--- config.mk ---
export PLATFORM = sky130hd
export DESIGN_NAME = alu_half_sequencer
export DESIGN_NICKNAME = d
export VERILOG_FILES = /design/src/rtl/alu_half_sequencer.sv
export SDC_FILE = /design/constraint.sdc
export NUM_CORES = 1
export LEC_CHECK = 0
export CORE_UTILIZATION = 40
export CTS_CLUSTER_DIAMETER = 200
export DETAILED_ROUTE_END_ITERATION = 10
export GPL_TIMING_DRIVEN = 0
export MAX_ROUTING_LAYER = met4
export PLACE_DENSITY = 0.68
export SETUP_SLACK_MARGIN = 0.15
export SKIP_LAST_GASP = 1
export SYNTH_ARGS = -nofsm -noshare
export SYNTH_HDL_FRONTEND = slang
export SYNTH_SLANG_ARGS = --single-unit
export TNS_END_PERCENT = 5
--- constraint.sdc ---
create_clock -name clk -period 3.8 [get_ports clk]
set_clock_uncertainty 0.2 [all_clocks]
set_input_delay 1.14 -clock clk [delete_from_list [all_inputs] [get_ports clk]]
set_output_delay 1.14 -clock clk [all_outputs]
set_load 0.02 [all_outputs]
--- src/rtl/alu_half_sequencer.sv ---
// ---------------------------------------------------------------------------
// alu_half_sequencer
//
// Purpose:
//   Sits between the 32-bit execute stage and a 16-bit two-pass ALU. It takes
//   one 32-bit operation per in_valid_i/in_ready_o handshake. It feeds the ALU
//   two 16-bit halves in the order the op needs, and strobes first_cycle on
//   the first pass. It then reassembles the half results, or an early compare
//   verdict, into one 32-bit result. That result is offered on an
//   out_valid_o/out_ready_i handshake.
//
// Ports:
//   clk, rst_n            clock, synchronous active-low reset
//   in_valid_i/in_ready_o request handshake
//   op_i, cmp_flip_i      requested ALU op and compare inversion
//   a_i, b_i              32-bit operands
//   alu_op_o              op presented to the ALU
//   alu_cmp_flip_o        compare inversion presented to the ALU
//   alu_first_cycle_o     high on the ALU's first pass
//   alu_a_o, alu_b_o      16-bit half operands to the ALU
//   alu_result_i          16-bit half result from the ALU
//   alu_cmp_result_i      compare result from the ALU
//   alu_cmp_valid_i       ALU could decide the compare on the first pass
//   alu_shift_ge16_i      ALU reports a shift amount >= 16
//   out_valid_o           result handshake valid
//   out_ready_i           result handshake ready
//   result_o              assembled 32-bit result
//
// Only XLEN = 32 is supported, which makes HALF = 16.
// ---------------------------------------------------------------------------
package alu_half_sequencer_pkg;
  typedef enum logic [3:0] {
    ALU_OP_ADD,
    ALU_OP_SUB,
    ALU_OP_AND,
    ALU_OP_OR,
    ALU_OP_XOR,
    ALU_OP_PLUS_4,
    ALU_OP_EQ,
    ALU_OP_LT,
    ALU_OP_LTU,
    ALU_OP_SRL,
    ALU_OP_SRA,
    ALU_OP_SLL
  } cs_alu_op;
endpackage

module alu_half_sequencer
  import alu_half_sequencer_pkg::*;
#(
  parameter int XLEN = 32
) (
  input  logic                clk,
  input  logic                rst_n,
  input  logic                in_valid_i,
  output logic                in_ready_o,
  input  cs_alu_op            op_i,
  input  logic                cmp_flip_i,
  input  logic [XLEN-1:0]     a_i,
  input  logic [XLEN-1:0]     b_i,
  output cs_alu_op            alu_op_o,
  output logic                alu_cmp_flip_o,
  output logic                alu_first_cycle_o,
  output logic [XLEN/2-1:0]   alu_a_o,
  output logic [XLEN/2-1:0]   alu_b_o,
  input  logic [XLEN/2-1:0]   alu_result_i,
  input  logic                alu_cmp_result_i,
  input  logic                alu_cmp_valid_i,
  input  logic                alu_shift_ge16_i,
  output logic                out_valid_o,
  input  logic                out_ready_i,
  output logic [XLEN-1:0]     result_o
);

  localparam int HALF = XLEN / 2;

  // The ALU adds 4 only to the low half. If the low half is at or above this
  // value, the +4 wraps, and the sequencer must carry 1 into the high half.
  localparam logic [HALF-1:0] PLUS4_WRAP = HALF'(16'hFFFC);

  typedef enum logic [1:0] {
    ST_IDLE,
    ST_FIRST,
    ST_SECOND,
    ST_DONE
  } state_e;

  state_e          state_q, state_d;
  cs_alu_op        op_q, op_d;
  logic            flip_q, flip_d;
  logic [XLEN-1:0] a_q, a_d;
  logic [XLEN-1:0] b_q, b_d;
  logic [XLEN-1:0] result_q, result_d;
  logic            ge16_q, ge16_d;

  logic            is_cmp;
  logic            is_shr;
  logic            is_sll;
  logic            plus4_carry;
  logic [HALF-1:0] a_lo, a_hi, b_lo, b_hi;

  assign a_lo = a_q[HALF-1:0];
  assign a_hi = a_q[XLEN-1:HALF];
  assign b_lo = b_q[HALF-1:0];
  assign b_hi = b_q[XLEN-1:HALF];

  assign is_cmp      = op_q inside {ALU_OP_EQ, ALU_OP_LT, ALU_OP_LTU};
  assign is_shr      = op_q inside {ALU_OP_SRL, ALU_OP_SRA};
  assign is_sll      = (op_q == ALU_OP_SLL);
  assign plus4_carry = (a_lo >= PLUS4_WRAP);

  assign in_ready_o        = (state_q == ST_IDLE);
  assign out_valid_o       = (state_q == ST_DONE);
  assign alu_first_cycle_o = (state_q == ST_FIRST);
  assign alu_op_o          = op_q;
  assign alu_cmp_flip_o    = flip_q;
  assign result_o          = result_q;

  // Next-state and result assembly.
  // Each pass writes its half of the result as soon as the half arrives.
  // Right shifts produce the high half first. Everything else, including SLL,
  // produces the low half first. A compare writes the whole result from
  // whichever pass decides it.
  always_comb begin
    state_d  = state_q;
    op_d     = op_q;
    flip_d   = flip_q;
    a_d      = a_q;
    b_d      = b_q;
    result_d = result_q;
    ge16_d   = ge16_q;

    case (state_q)
      ST_IDLE: begin
        if (in_valid_i) begin
          op_d    = op_i;
          flip_d  = cmp_flip_i;
          a_d     = a_i;
          b_d     = b_i;
          state_d = ST_FIRST;
        end
      end

      ST_FIRST: begin
        ge16_d = alu_shift_ge16_i;
        if (is_cmp) begin
          result_d = {{(XLEN-1){1'b0}}, alu_cmp_result_i};
          state_d  = alu_cmp_valid_i ? ST_DONE : ST_SECOND;
        end else if (is_shr) begin
          result_d[XLEN-1:HALF] = alu_result_i;
          state_d               = ST_SECOND;
        end else begin
          result_d[HALF-1:0] = alu_result_i;
          state_d            = ST_SECOND;
        end
      end

      ST_SECOND: begin
        if (is_cmp) begin
          result_d = {{(XLEN-1){1'b0}}, alu_cmp_result_i};
        end else if (is_shr) begin
          result_d[HALF-1:0] = alu_result_i;
        end else if (op_q == ALU_OP_PLUS_4) begin
          result_d[XLEN-1:HALF] = alu_result_i + HALF'(plus4_carry);
        end else begin
          result_d[XLEN-1:HALF] = alu_result_i;
        end
        state_d = ST_DONE;
      end

      ST_DONE: begin
        if (out_ready_i) begin
          state_d = ST_IDLE;
        end
      end

      default: state_d = ST_IDLE;
    endcase
  end

  // Half-operand steering.
  // Compares start with the high halves, because those can settle the compare
  // early. A shift of 16 or more reuses the same source half on the second
  // pass. Otherwise the second pass takes the other half.
  always_comb begin
    alu_a_o = '0;
    alu_b_o = '0;

    case (state_q)
      ST_FIRST: begin
        if (is_cmp) begin
          alu_a_o = a_hi;
          alu_b_o = b_hi;
        end else if (is_shr) begin
          alu_a_o = a_hi;
          alu_b_o = b_lo;
        end else begin
          alu_a_o = a_lo;
          alu_b_o = b_lo;
        end
      end

      ST_SECOND: begin
        if (is_cmp) begin
          alu_a_o = a_lo;
          alu_b_o = b_lo;
        end else if (is_shr) begin
          alu_a_o = ge16_q ? a_hi : a_lo;
          alu_b_o = b_lo;
        end else if (is_sll) begin
          alu_a_o = ge16_q ? a_lo : a_hi;
          alu_b_o = b_lo;
        end else begin
          alu_a_o = a_hi;
          alu_b_o = b_hi;
        end
      end

      default: begin
        alu_a_o = '0;
        alu_b_o = '0;
      end
    endcase
  end

  // State and operand registers.
  // Reset also clears the latched op to ADD, so the ALU sees a benign op
  // while the sequencer is idle.
  always_ff @(posedge clk) begin
    if (!rst_n) begin
      state_q  <= ST_IDLE;
      op_q     <= ALU_OP_ADD;
      flip_q   <= 1'b0;
      a_q      <= '0;
      b_q      <= '0;
      result_q <= '0;
      ge16_q   <= 1'b0;
    end else begin
      state_q  <= state_d;
      op_q     <= op_d;
      flip_q   <= flip_d;
      a_q      <= a_d;
      b_q      <= b_d;
      result_q <= result_d;
      ge16_q   <= ge16_d;
    end
  end

endmodule
Word-level counts from Yosys, hierarchy flattened
Index checks and enable logic that the tools add are counted. W data, S select, Z words.

$add $sub $neg: 1. Multipliers: 0. Divide/modulo/power cells: 0. $lt $le $gt $ge: 1. Eq/ne operators: 16. Shift-type cells: 0. Mux-type cells: 25. Bitwise gates (word level): 0. Reduce and logical (&&, ||, !) cells: 8.

Operators by type and width (number): $mux W16 (15); $mux W32 (2); $pmux W16 S2 (2); $pmux W32 S2 (1); $add A16 B1 Y16 (1); $eq A4 B4 Y1 const B (4); $ge A16 B16 Y1 const B (1); $eq A4 B3 Y1 const B (3); $ne A3 B3 Y1 const B (3); $pmux W2 S4 (1); $reduce_and A3 Y1 (2); $eq A2 B2 Y1 const B (2); $mux W2 (2); $reduce_and A2 Y1 (2); $reduce_bool A2 Y1 (2); $ne A3 B1 Y1 const B (1); $reduce_bool A3 Y1 (1); $eq A2 B1 Y1 const B (1); $logic_not A2 Y1 (1); $mux W1 (2); $ne A2 B1 Y1 const B (1); $ne A2 B2 Y1 const B (1).

Register bits after elaboration: 104. Bits in latches: 0. Bits in writable memories: 0. Bits in read-only memories: 0. Input port bits: 92. Output and inout port bits: 72. Logic and storage cells: 59. Memories: 0.

Longest topological paths before layout
Depth after elaboration: 6. Depth in mapped cells: 9. Mapped depth without buffers: 8.

Least setup slack after synthesis
OpenSTA, ideal clock, no wires.

Path kind: reg2out. From: register state_q[1]. To: output port alu_a_o[10]. Arrival time: 2.107 ns. Data required time: 2.460 ns. Setup slack: 0.353 ns. Cell stages (with the launch flop): 10. Path buffers: 2. Cells stage by stage: dfxtp_1 -> inv_1 -> ha_1 -> buf_2 -> inv_1 -> a22o_1 -> o2bb2ai_1 -> o22a_2 -> buf_2 -> o2bb2ai_1.

Longest elaborated chain between the ends: 2. Elaborated cells between the ends (all ways): 3. Classes of those cells: 2 x eq/ne; 1 x mux.

RTL lines: start: declaration (line 88) `state_e state_q, state_d;`; start signal: assignment (line 239) `state_q <= state_d;`; $eq A2 B1 Y1; via alu_first_cycle_o (line 63) `output logic alu_first_cycle_o,`; $pmux W16 S2 (line 189) `case (state_q)`; end: declaration (line 64) `output logic [XLEN/2-1:0] alu_a_o,`.

The timed path passes the listed nets, and every way through them passes these cells.

Worst setup path in the final report
From: register op_q[2] (netlist: alu_op_o[2]). To: output port alu_b_o[7].

Longest elaborated chain between the ends: 5. Elaborated cells between the ends (all ways): 13. Classes of those cells: 6 x eq/ne; 5 x mux; 2 x reduce/logical.

RTL lines: start: declaration (line 89) `cs_alu_op op_q, op_d;`; start signal: assignment (line 240) `op_q <= op_d;`; $eq A4 B4 Y1, on equally long branches (line 109, 108); $mux W16 / $reduce_bool A2 Y1 (equally long branches) (line 210, 108); $mux W16 (line 207) `end else if (is_shr) begin`; $mux W16 (line 204) `if (is_cmp) begin`; $pmux W16 S2 * (line 189); end: declaration (line 65) `output logic [XLEN/2-1:0] alu_b_o,`.

Mark *: on every way between the ends. The rest lies on a longest branch, timed or not.

==> flow_metrics.env <==
export IMPL_wp_data_arrival_ns=2.33
export IMPL_synth_ff_latch_count=104
export IMPL_clkSinkCount=104
export IMPL_layout_cell_area_non_filler_um2=7510
export IMPL_groute_layer_met3_usage=0.0322
export IMPL_final_hold_violation_count=0
export IMPL_worst_setup_path_start_kind="register"
export IMPL_slew_limit_headroom=0.510
export IMPL_count_of_h_tree_levels_built_during_cts=3
export IMPL_power_switching_w=0.00208
export IMPL_grt_total_usage=0.241
export IMPL_finalCritPeriodShare=0.966
export IMPL_req_time_crit_path_ns=2.46
export IMPL_final_cells=987
export IMPL_synth_seq_area_share=0.396
export IMPL_rsz_0062_raised_after_global_routing="yes"
export IMPL_cts_inserted_buffers=9
export IMPL_cts_tree="built"
export IMPL_synth_net_count=731
export IMPL_initial_utilization=0.413
export IMPL_antenna_found_initial=0
export IMPL_initial_detailed_routing_violation_count=295
export IMPL_timing_critical_path_to_type="output port"
export IMPL_most_numerous_cell_types_in_the_synthesized_netlist="sky130_fd_sc_hd__nand2_1, sky130_fd_sc_hd__dfxtp_1, sky130_fd_sc_hd__a21boi_0"
export IMPL_worst_setup_hold_path_clk_slew_ns=0.07
export IMPL_power_leakage_nw=2.72
export IMPL_top_level_ports=164
export IMPL_power_sequential_fraction=0.317
export IMPL_min_period_ns=3.67
export IMPL_grt_start_max_net_pins=17
export IMPL_comb_power_share=0.494
export IMPL_critPathMaxStageDelay_ns=0.34
export IMPL_n_fill_cell=1251
export IMPL_timing_worst_setup_path_type="register to output port"
export IMPL_global_route_overflow_total=0
export IMPL_gr_max_usage_layer="met2"
export IMPL_worst_ir_drop_vdd_v=0.000278
export IMPL_place_congestion=0.873
export IMPL_path_cells="clkbuf_4, and2b_2, a21oi_4, clkbuf_16, mux2i_1, o22a_1, nor2_1, dlygate4sd2_1"
export IMPL_slew_viol_final=0
export IMPL_gr_usage_met2=0.397
export IMPL_wire_per_inst_um=15.9
export IMPL_synthArstFlopShare=0
export IMPL_post_synth_num_cell_types=55
export IMPL_report_final_setup_viol=0
export IMPL_num_antenna_cells=0
export IMPL_layout_drive_gt1_share=0.110
export IMPL_worst_pin_slew_ns=0.728
export IMPL_synth_area_per_cell_um2=8.30
export IMPL_route_detailed_vias_per_inst=5.15
export IMPL_peak_clock_frequency_supported_by_timing_mhz=272
export IMPL_clock_insertion_delay_worst_skew_ns=0.35
export IMPL_synthFlopType="sky130_fd_sc_hd__dfxtp_1"
export IMPL_yosys_area_top_type="sky130_fd_sc_hd__dfxtp_1"
export IMPL_report_power_total_w=0.00502
export IMPL_std_cell_rows=41
export IMPL_ys_warn_count=0
export IMPL_core_region_area_um2=12700
export IMPL_numPlacedInstances=968
export IMPL_drt_drc_violations_left=0
export IMPL_areaGrowthSynthToFinish_pct=42.9
export IMPL_die_outline_area_um2=13600
export IMPL_die_width_um=117
export IMPL_finalNetCount=908
export IMPL_totalWireLength_um=15700
export IMPL_synth_area_um2=5250
export IMPL_cp_max_fo=10
export IMPL_switching_share=0.413
export IMPL_share_clk_of_total_power=0.189
export IMPL_vias=5081
export IMPL_use_met1=0.302
export IMPL_min_delay_path_class="register to register"
export IMPL_synth_area_leaders="sky130_fd_sc_hd__dfxtp_1, sky130_fd_sc_hd__nand2_1, sky130_fd_sc_hd__a21boi_0"
export IMPL_max_cap_violations=0
export IMPL_netlist_area_leader_share=0.396
export IMPL_ctsRootBufferMaster="sky130_fd_sc_hd__clkbuf_16"
export IMPL_drt_antenna_violating_nets=0
export IMPL_floorplan_die_height_um=117
export IMPL_cts_root_to_sink_buffers=2
export IMPL_synth_most_common_cell="sky130_fd_sc_hd__nand2_1"
export IMPL_postSynthCellCount=633
export IMPL_post_cts_hold_buffer_count=0
export IMPL_cp_slowest_cell="sky130_fd_sc_hd__dfxtp_1"
export IMPL_power_density_nw_per_um2=669
export IMPL_dpl_hpwl_um=12000
export IMPL_outcome="finished, final reports clean"
export IMPL_numPortBuffers=163
export IMPL_drt_pass1_iter_count=4
export IMPL_p_int_w=0.00295
export IMPL_first_pass_grt_wire_length_um=24300
export IMPL_cell_area_after_placement_um2=7100
export IMPL_first_global_vias=4922
export IMPL_number_of_enable_flip_flop_cells_after_synthesis=0
[what timing repair did]
item                       in CTS  in global routing
setup endpoints to repair      32                 32
setup buffers                   1                  1
resized for setup             124                 19
pin swaps                       2                  3
gates cloned                    0                  1
[state kept, by name (all words and copies together), names as in the netlist]
signal,flops
a_q,32
alu_cmp_flip_o,1
alu_op_o,4
b_q,32
ge16_q,1
result_o,32
state_q,2
[metrics by stage]
| stage | setup WS (ns) | hold WS (ns) | utilization | TNS (ns) |
|---|---|---|---|---|
| after CTS | 0.106 | 0.254 | 0.588 | 0 |
| after global routing | 0.0312 | 0.277 | 0.590 | 0 |
| after global placement | -0.510 | 0.239 | 0.558 | -8.54 |
| after floorplan | 0.353 | 0.243 | - | 0 |
| final | 0.128 | 0.252 | 0.590 | 0 |
| after detailed placement | -0.553 | 0.245 | 0.558 | -9.26 |
[area by class of cell]
| cell class | instances | area [µm²] | area share |
|---|---|---|---|
| Buffer | 48 | 288 | 0.0383 |
| Clock buffer | 12 | 246 | 0.0328 |
| Clock inverter | 4 | 51.3 | 0.00683 |
| Inverter | 11 | 41.3 | 0.00550 |
| Multi-Input combinational cell | 470 | 2970 | 0.395 |
| Sequential cell | 104 | 2090 | 0.278 |
| Tap cell | 172 | 215 | 0.0287 |
| Timing Repair Buffer | 166 | 1610 | 0.215 |
[power by group through the flow]
| stage | logic, W | registers [W] | clock network (W) |
|---|---|---|---|
| floorplan | 0.00131 | 0.00174 | 0 |
| global placement | 0.00233 | 0.00159 | 0 |
| detailed placement | 0.00238 | 0.00160 | 0 |
| CTS | 0.00247 | 0.00159 | 0.000957 |
| global route | 0.00272 | 0.00163 | 0.00101 |
| finish | 0.00248 | 0.00159 | 0.000949 |
[final timing paths]
check	start	endpoint	depth (start not counted)	slack, ns
max	alu_op_o[2]	alu_b_o[7]	8	0.13
min	result_o[4]	result_o[4]	2	0.25
max reg2reg	a_q[5]	result_o[28]	9	0.91
min reg2reg	result_o[4]	result_o[4]	2	0.25
[placed cells by master, fill, tap and decap left out, types with 7 or more instances in the layout]
cell,synthesis,final
sky130_fd_sc_hd__clkdlybuf4s15_2,0,7
sky130_fd_sc_hd__clkdlybuf4s50_1,0,131
sky130_fd_sc_hd__mux2i_1,21,20
sky130_fd_sc_hd__a22oi_1,7,7
sky130_fd_sc_hd__a21boi_0,76,76
sky130_fd_sc_hd__nor2_1,22,21
sky130_fd_sc_hd__buf_2,9,13
sky130_fd_sc_hd__o22a_1,9,9
sky130_fd_sc_hd__a21boi_1,9,9
sky130_fd_sc_hd__nand3_1,21,21
sky130_fd_sc_hd__dfxtp_1,104,103
sky130_fd_sc_hd__clkbuf_1,24,23
sky130_fd_sc_hd__xnor2_1,12,12
sky130_fd_sc_hd__inv_1,11,9
sky130_fd_sc_hd__buf_4,5,16
sky130_fd_sc_hd__o2bb2ai_1,30,27
sky130_fd_sc_hd__clkbuf_16,0,10
sky130_fd_sc_hd__nand2_1,184,184
[worst max-delay path: cells and delay by family, from the launching register on]
family,cells,cell delay (ns)
flops,1,0.34
buf+inv,3,0.74
simple gates,2,0.29
compound gates,2,0.43
mux,1,0.18
[logic make-up after synthesis]
| logic type | share of synthesized area |
|---|---|
| and+or+nand+nor | 0.228 |
| AOI/OAI and AO/OA | 0.241 |
| DFF | 0.396 |
| buffers and inverters | 0.0538 |
| muxes | 0.0400 |
| xor gates and xnor gates | 0.0267 |
| adders and majority gates | 0.0143 |
[metal layers]
metal / part of all wire / routed length (µm)
met5: 0 / 0
met4: 0.017 / 261
met3: 0.050 / 786
met2: 0.48 / 7510
met1: 0.45 / 7140
(Power assumes the default switching activity.)
